$ cat config.mk
export PLATFORM = sky130hd
export DESIGN_NAME = ext_bus_bridge
export DESIGN_NICKNAME = d
export VERILOG_FILES = /design/src/rtl/ext_bus_bridge.sv
export SDC_FILE = /design/constraint.sdc
export NUM_CORES = 1
export LEC_CHECK = 0
export CAP_MARGIN = 40
export CORE_ASPECT_RATIO = 0.8
export CORE_UTILIZATION = 45
export DETAILED_ROUTE_END_ITERATION = 12
export GPL_ROUTABILITY_DRIVEN = 0
export PLACE_DENSITY = 0.85
export SYNTH_ARGS = -nofsm -noshare
export SYNTH_HDL_FRONTEND = slang
export SYNTH_SLANG_ARGS = --single-unit
$ cat constraint.sdc
create_clock -name CLK -period 2.6 [get_ports CLK]
set_clock_uncertainty 0.05 [all_clocks]
set_input_delay 0.52 -clock CLK [delete_from_list [all_inputs] [get_ports CLK]]
set_output_delay 0.52 -clock CLK [all_outputs]
set_load 0.01 [all_outputs]
$ cat src/rtl/ext_bus_bridge.sv
// Bridge for CPU data accesses outside the internal memory window: drives a four-phase
// req/ack handshake on the external bus, stalls the CPU meanwhile and aborts on timeout.
module ext_bus_bridge #(
  parameter int unsigned TIMEOUT = 255
) (
  input  logic        CLK,
  input  logic        RST,
  input  logic [15:0] Address,
  input  logic [31:0] DataIn,
  input  logic        RE,
  input  logic        WE,
  input  logic        Saida,
  input  logic        ErrClr,
  output logic [31:0] DataOut,
  output logic        Stall,
  output logic        BusError,
  output logic [15:0] ExtAddr,
  output logic [31:0] ExtWData,
  output logic        ExtWE,
  output logic        ExtReq,
  input  logic        ExtAck,
  input  logic [31:0] ExtRData
);

  localparam int unsigned CntW = $clog2(TIMEOUT + 1);
  localparam logic [CntW-1:0] CntLast = CntW'(TIMEOUT - 1);

  localparam logic [2:0] StIdle    = 3'd0;
  localparam logic [2:0] StReq     = 3'd1;
  localparam logic [2:0] StRelease = 3'd2;
  localparam logic [2:0] StAbort   = 3'd3;
  localparam logic [2:0] StDone    = 3'd4;

  logic [2:0]      state_q, state_d;
  logic [CntW-1:0] cnt_q, cnt_d;
  logic [31:0]     data_out_q, data_out_d;
  logic [15:0]     ext_addr_q, ext_addr_d;
  logic [31:0]     ext_wdata_q, ext_wdata_d;
  logic            ext_we_q, ext_we_d;
  logic            ext_req_q, ext_req_d;
  logic            bus_error_q, bus_error_d;
  logic            acc;

  assign acc = (RE | WE) & Saida;

  always_comb begin
    state_d     = state_q;
    cnt_d       = cnt_q;
    data_out_d  = data_out_q;
    ext_addr_d  = ext_addr_q;
    ext_wdata_d = ext_wdata_q;
    ext_we_d    = ext_we_q;
    ext_req_d   = ext_req_q;
    bus_error_d = bus_error_q;
    if (ErrClr) begin
      bus_error_d = 1'b0;
    end
    case (state_q)
      StIdle: begin
        if (acc) begin
          ext_addr_d  = Address;
          ext_wdata_d = DataIn;
          ext_we_d    = WE;
          ext_req_d   = 1'b1;
          cnt_d       = '0;
          state_d     = StReq;
        end
      end
      StReq: begin
        if (ExtAck) begin
          if (!ext_we_q) begin
            data_out_d = ExtRData;
          end
          ext_req_d = 1'b0;
          cnt_d     = '0;
          state_d   = StRelease;
        end else if (cnt_q == CntLast) begin
          ext_req_d = 1'b0;
          cnt_d     = '0;
          state_d   = StAbort;
        end else begin
          cnt_d = cnt_q + 1'b1;
        end
      end
      StRelease: begin
        if (!ExtAck) begin
          cnt_d   = '0;
          state_d = StDone;
        end else if (cnt_q == CntLast) begin
          cnt_d   = '0;
          state_d = StAbort;
        end else begin
          cnt_d = cnt_q + 1'b1;
        end
      end
      StAbort: begin
        // Set overrides a concurrent ErrClr.
        bus_error_d = 1'b1;
        if (!ext_we_q) begin
          data_out_d = 32'hFFFF_FFFF;
        end
        cnt_d   = '0;
        state_d = StDone;
      end
      StDone: begin
        cnt_d   = '0;
        state_d = StIdle;
      end
      default: begin
        ext_req_d = 1'b0;
        cnt_d     = '0;
        state_d   = StIdle;
      end
    endcase
  end

  always_ff @(posedge CLK or negedge RST) begin
    if (!RST) begin
      state_q     <= StIdle;
      cnt_q       <= '0;
      data_out_q  <= '0;
      ext_addr_q  <= '0;
      ext_wdata_q <= '0;
      ext_we_q    <= 1'b0;
      ext_req_q   <= 1'b0;
      bus_error_q <= 1'b0;
    end else begin
      state_q     <= state_d;
      cnt_q       <= cnt_d;
      data_out_q  <= data_out_d;
      ext_addr_q  <= ext_addr_d;
      ext_wdata_q <= ext_wdata_d;
      ext_we_q    <= ext_we_d;
      ext_req_q   <= ext_req_d;
      bus_error_q <= bus_error_d;
    end
  end

  // Gated by reset so the CPU is released immediately when a transfer is abandoned.
  assign Stall = RST & (((state_q == StIdle) & acc) | (state_q == StReq) |
                        (state_q == StRelease) | (state_q == StAbort));

  assign DataOut  = data_out_q;
  assign BusError = bus_error_q;
  assign ExtAddr  = ext_addr_q;
  assign ExtWData = ext_wdata_q;
  assign ExtWE    = ext_we_q;
  assign ExtReq   = ext_req_q;

endmodule
# == Word level (Yosys, flattened, before mapping) ==
# Cells that the tools add are included.
# op_classes
mux,20
n_eq_ne,10
reduce_logical,7
mul,0
bitwise,8
n_div,0
add_sub_neg,1
shift,0
order_cmp,0
# op_table
operator,count
$mux 32,3
$pmux 32 s2,1
$mux 8,4
$pmux 8 s3,1
$mux 3,4
$pmux 3 s4,1
$add 8x1->8 const B,1
$eq 8x8->1 const B,1
$ne 2x2->1 const B,4
$eq 3x2->1 const B,2
$mux 1,5
$or 1x1->1,4
$reduce_and 4->1,1
$reduce_bool 2->1,2
$and 1x1->1,3
$eq 3x1->1 const B,1
$eq 3x3->1 const B,1
$logic_not 3->1,1
$ne 3x3->1 const B,1
$pmux 1 s3,1
$reduce_and 3->1,1
$reduce_or 3->1,1
$reduce_and 2->1,1
$not 1->1,1
# word_totals
inputBits,87
ram_bits,0
latchBits,0
romBits,0
regBits,94
n_memories,0
out_inout_bits,84
word_cells,54

# == Longest topological paths before layout ==
# logic_depth
word_depth,7
depth_mapped,7
mapped_depth_nobuf,6

# == Worst setup path after synthesis ==
# OpenSTA, ideal clock, no wires.
# synth_timing
path_kind,input port to flip-flop
start,input WE
end,"register ext_addr_q[0], in the netlist ExtAddr[0]"
path_stages,6
t_arrival_ps,1609
setup_ps,125
required_ps,2425
path_buffers,2
setup_slack_ps,816
path_cell_list,o21ai_1 -> nor2_1 -> nand2_1 -> buf_2 -> buf_6 -> mux2_2
# synth_between
elab_chain_cells,3
# synth_rtl
element,line,rtl
"start, declared",11,"input logic WE,"
$or 1x1->1,44,assign acc = (RE | WE) & Saida;
$and 1x1->1,44,
$reduce_and 2->1 (no source line),n/a,
"end signal, assigned",131,ext_addr_q <= ext_addr_d;
"end, declared",37,"logic [15:0] ext_addr_q, ext_addr_d;"
# No other way between the ends.
# A chain may end at the register's enable or synchronous reset.

# == Worst setup path in the final report ==
# layout_timing
start,input WE
end,output Stall
# layout_between
elab_chain_cells,7
# layout_rtl
element,line,rtl
$or 1x1->1,44,
$and 1x1->1,44,
$and 1x1->1,140,assign Stall = RST & (((state_q == StIdle) & acc) | (state_q == StReq) |
$or 1x1->1 (2 in a row),140,
$or 1x1->1,141,(state_q == StRelease) | (state_q == StAbort));
$and 1x1->1,140,
"end, declared",15,"output logic Stall,"
# No other way between the ends.

==> out/metrics.yaml <==
cells_and_area:
  final_util_pct: 72.09
  final-seq-area_um2: 2352
  nFillCells: 584
  multi_input_area_um2: 1399
  diodes: 0
  finalNonFillerCells: 612
  num-nets-final: 589
  drive_above_1_share_pct: 15.67
  fin_area_um2: 5859
  area_growth_pct: 51.65
yosys:
  postSynth.asyncResetShare_pct: 100.0
  synth_ff_type: "dfrtp_1"
  synth-edff-count: 0
  syn_area_um2: 3864
  yosysMostFrequentCell: "dfrtp_1"
  synth_fp_nets: 420
  netlist_instances: 331
  avgSynthCellArea_um2: 11.67
  synthTopCellsByArea: "dfrtp_1 (61%), mux2_2 (14%), nor2_1 (6.7%), a21oi_1 (4.4%), buf_2 (1.3%)"
  yosysTopAreaCell: "dfrtp_1"
  ys_ff_latch: 94
  ys_seq_area_share_pct: 60.88
  synth_common_cells: "dfrtp_1 (94), nor2_1 (69), mux2_2 (49), a21oi_1 (34), buf_2 (10)"
  synth_top_area_share_pct: 60.88
  ys_warn_count: 0
  synth_cell_types: 37
setup_path:
  crit_arrival_ns: 1.89
  end_kind: "output pin"
  regToRegSetupSlack_ns: 0.75
  crit_required_ns: 2.03
  cp-start-kind: "input port"
  worstSetupPathType: "input port to output pin"
  crit_fanout: 5
global_route:
  grt_overflow: 0
  grt_max_degree: 65
  track_usage_pct: 22.11
  grt_antenna_before_repair: 0
  grt_pass1_wl_mm: 15.34
  grt_pass1_vias: 3038
timing:
  finalHoldViolCount: 0
  drv_slew: 0
  max_freq_mhz: 407.0
  fin_setup_tns_ns: 0
  fin_crit_ns: 2.457
  layout_worst_path_cycle_share_pct: 94.50
  report.final.setup_viol: 0
  tightest_slew_ns: 0.6525
  slew_headroom_pct: 56.50
  rsz0062_at_grt: "false"
place:
  placed_area_um2: 5690
  port_buffers: 170
  hpwlAfterDp_mm: 6.945
  dp.cells: 597
pwr:
  cellPowerDensity_nw_per_um2: 1133
  combPwrFrac_pct: 49.0
  irDropWorstVdd_mv: 0.6316
  clkPwrFrac_pct: 12.8
  total_power_mw: 6.639
  netSwitchingPower_mw: 2.230
  p_int_mw: 4.408
  seq_power_share_pct: 38.2
  power.leakage_nw: 2.440
  p_sw_share_pct: 33.60
clock_network:
  hold_buffers: 0
  numCtsBuffers: 9
  clk_pin_slew_ns: 0.09
  insertion_delay_ns: 0.35
  cts_root_buf: "clkbuf_8"
  post-cts-setup-buffer-count: 0
  clock_path_buffers: 2
  cts_resized: 0
  htreeDepth: 3
  clock-sinks: 94
  cts_tree: "done"
route:
  post_drt_wl_per_cell_um: 15.25
  viasPerCell: 5.065
  num_vias: 3100
  finalWirelength_mm: 9.335
  drtIter0Drc: 121
  route.detailed.drc: 0
  antenna_left: 0
  dr.pass1.iters: 5
floorplan:
  core_um2: 8128
  io-pin-count: 171
  die_area_um2: 8963
  num_rows: 29
  start_util_pct: 47.54
  die_w_um: 105.6
  die_h_um: 84.88
status:
  run_status: "finished clean"
run:
  drv_cap: 0
worst_hold_path:
  min_path_type: "input port to asynchronous set/reset pin"
-- final timing paths --
path	from	endpoint	cells past startpoint
worst max-delay path	WE	Stall	4
worst min register to register	BusError	BusError	1
worst max register to register	cnt_q[0]	cnt_q[7]	6
worst min-delay path	RST	DataOut[16]	2
max in group asynchronous	RST	cnt_q[1]	3
min in group CLK	BusError	BusError	1
-- area by class of cell --
class                      instances  area share (%)
tap                              108           2.306
multi-input combinational        214           23.87
clock buffer                       9           2.114
sequential                        94           40.15
timing repair buffer             177           30.54
inverter                           4          0.2562
clock inverter                     6          0.7687
-- layer usage --
| layer | vias to the layer above | global-route usage (%) | part of all wire [%] |
|---|---|---|---|
| li1 | 1466 | - | - |
| met1 | 1500 | 28.19 | 42 |
| met2 | 121 | 36.54 | 49 |
| met3 | 13 | 7.143 | 7.0 |
| met4 | 0 | 6.313 | 2.0 |
| met5 | - | 0 | 0 |
-- cells in the final DEF, fill, tap and decap left out, types with 3 or more instances in the layout --
cell type,n
clkdlybuf4s50_1,169
dfrtp_1,94
nor2_1,69
mux2_2,49
a21oi_1,34
clkbuf_8,9
o21ai_0,8
nand2_1,8
buf_4,5
inv_1,4
nand2b_1,4
nor3_1,4
nand3_1,3
nor2b_1,3
or3_1,3
clkinvlp_4,3
buf_12,3
-- power by group through the flow --
stage | clock [mW] | combinational, mW | sequential, mW
floorplan | 0 | 1.23 | 2.82
global placement | 0 | 3.20 | 2.52
detailed placement | 0 | 3.28 | 2.57
CTS | 0.887 | 3.30 | 2.54
global route | 0.945 | 3.52 | 2.63
finish | 0.852 | 3.25 | 2.54
-- flip-flops by register name, summed over array words and instances, names as in the netlist --
signal    count
BusError      1
ExtAddr      16
ExtWE         1
state_q       3
ExtReq        1
DataOut      32
ExtWData     32
cnt_q         8
-- stage by stage --
stage | setup slack [ns] | hold WS, ns
detailed placement | 0.1325 | 0.4220
floorplan | 0.8160 | 0.1744
CTS | 0.1327 | 0.1964
global placement | 0.1468 | 0.4125
global route | 0.06676 | 0.2152
finish | 0.1430 | 0.1915
-- logic make-up (layout without fill, tap and decap cells) --
group	count (synthesis)	count (layout)	synth area share, %
buf+inv	23	196	3.141
mux	49	49	14.28
fa+ha+maj	2	2	0.6476
flops	94	94	60.88
compound gates	55	55	8.161
simple gates	107	107	12.66
xor+xnor	1	1	0.2267
-- worst max-delay path, stage by stage --
cell and delay, ns:
clkdlybuf4s50_1 0.42, o21ai_1 0.31, a21oi_1 0.12, clkdlybuf4s50_1 0.51
Power figures use the tool's default switching activity.
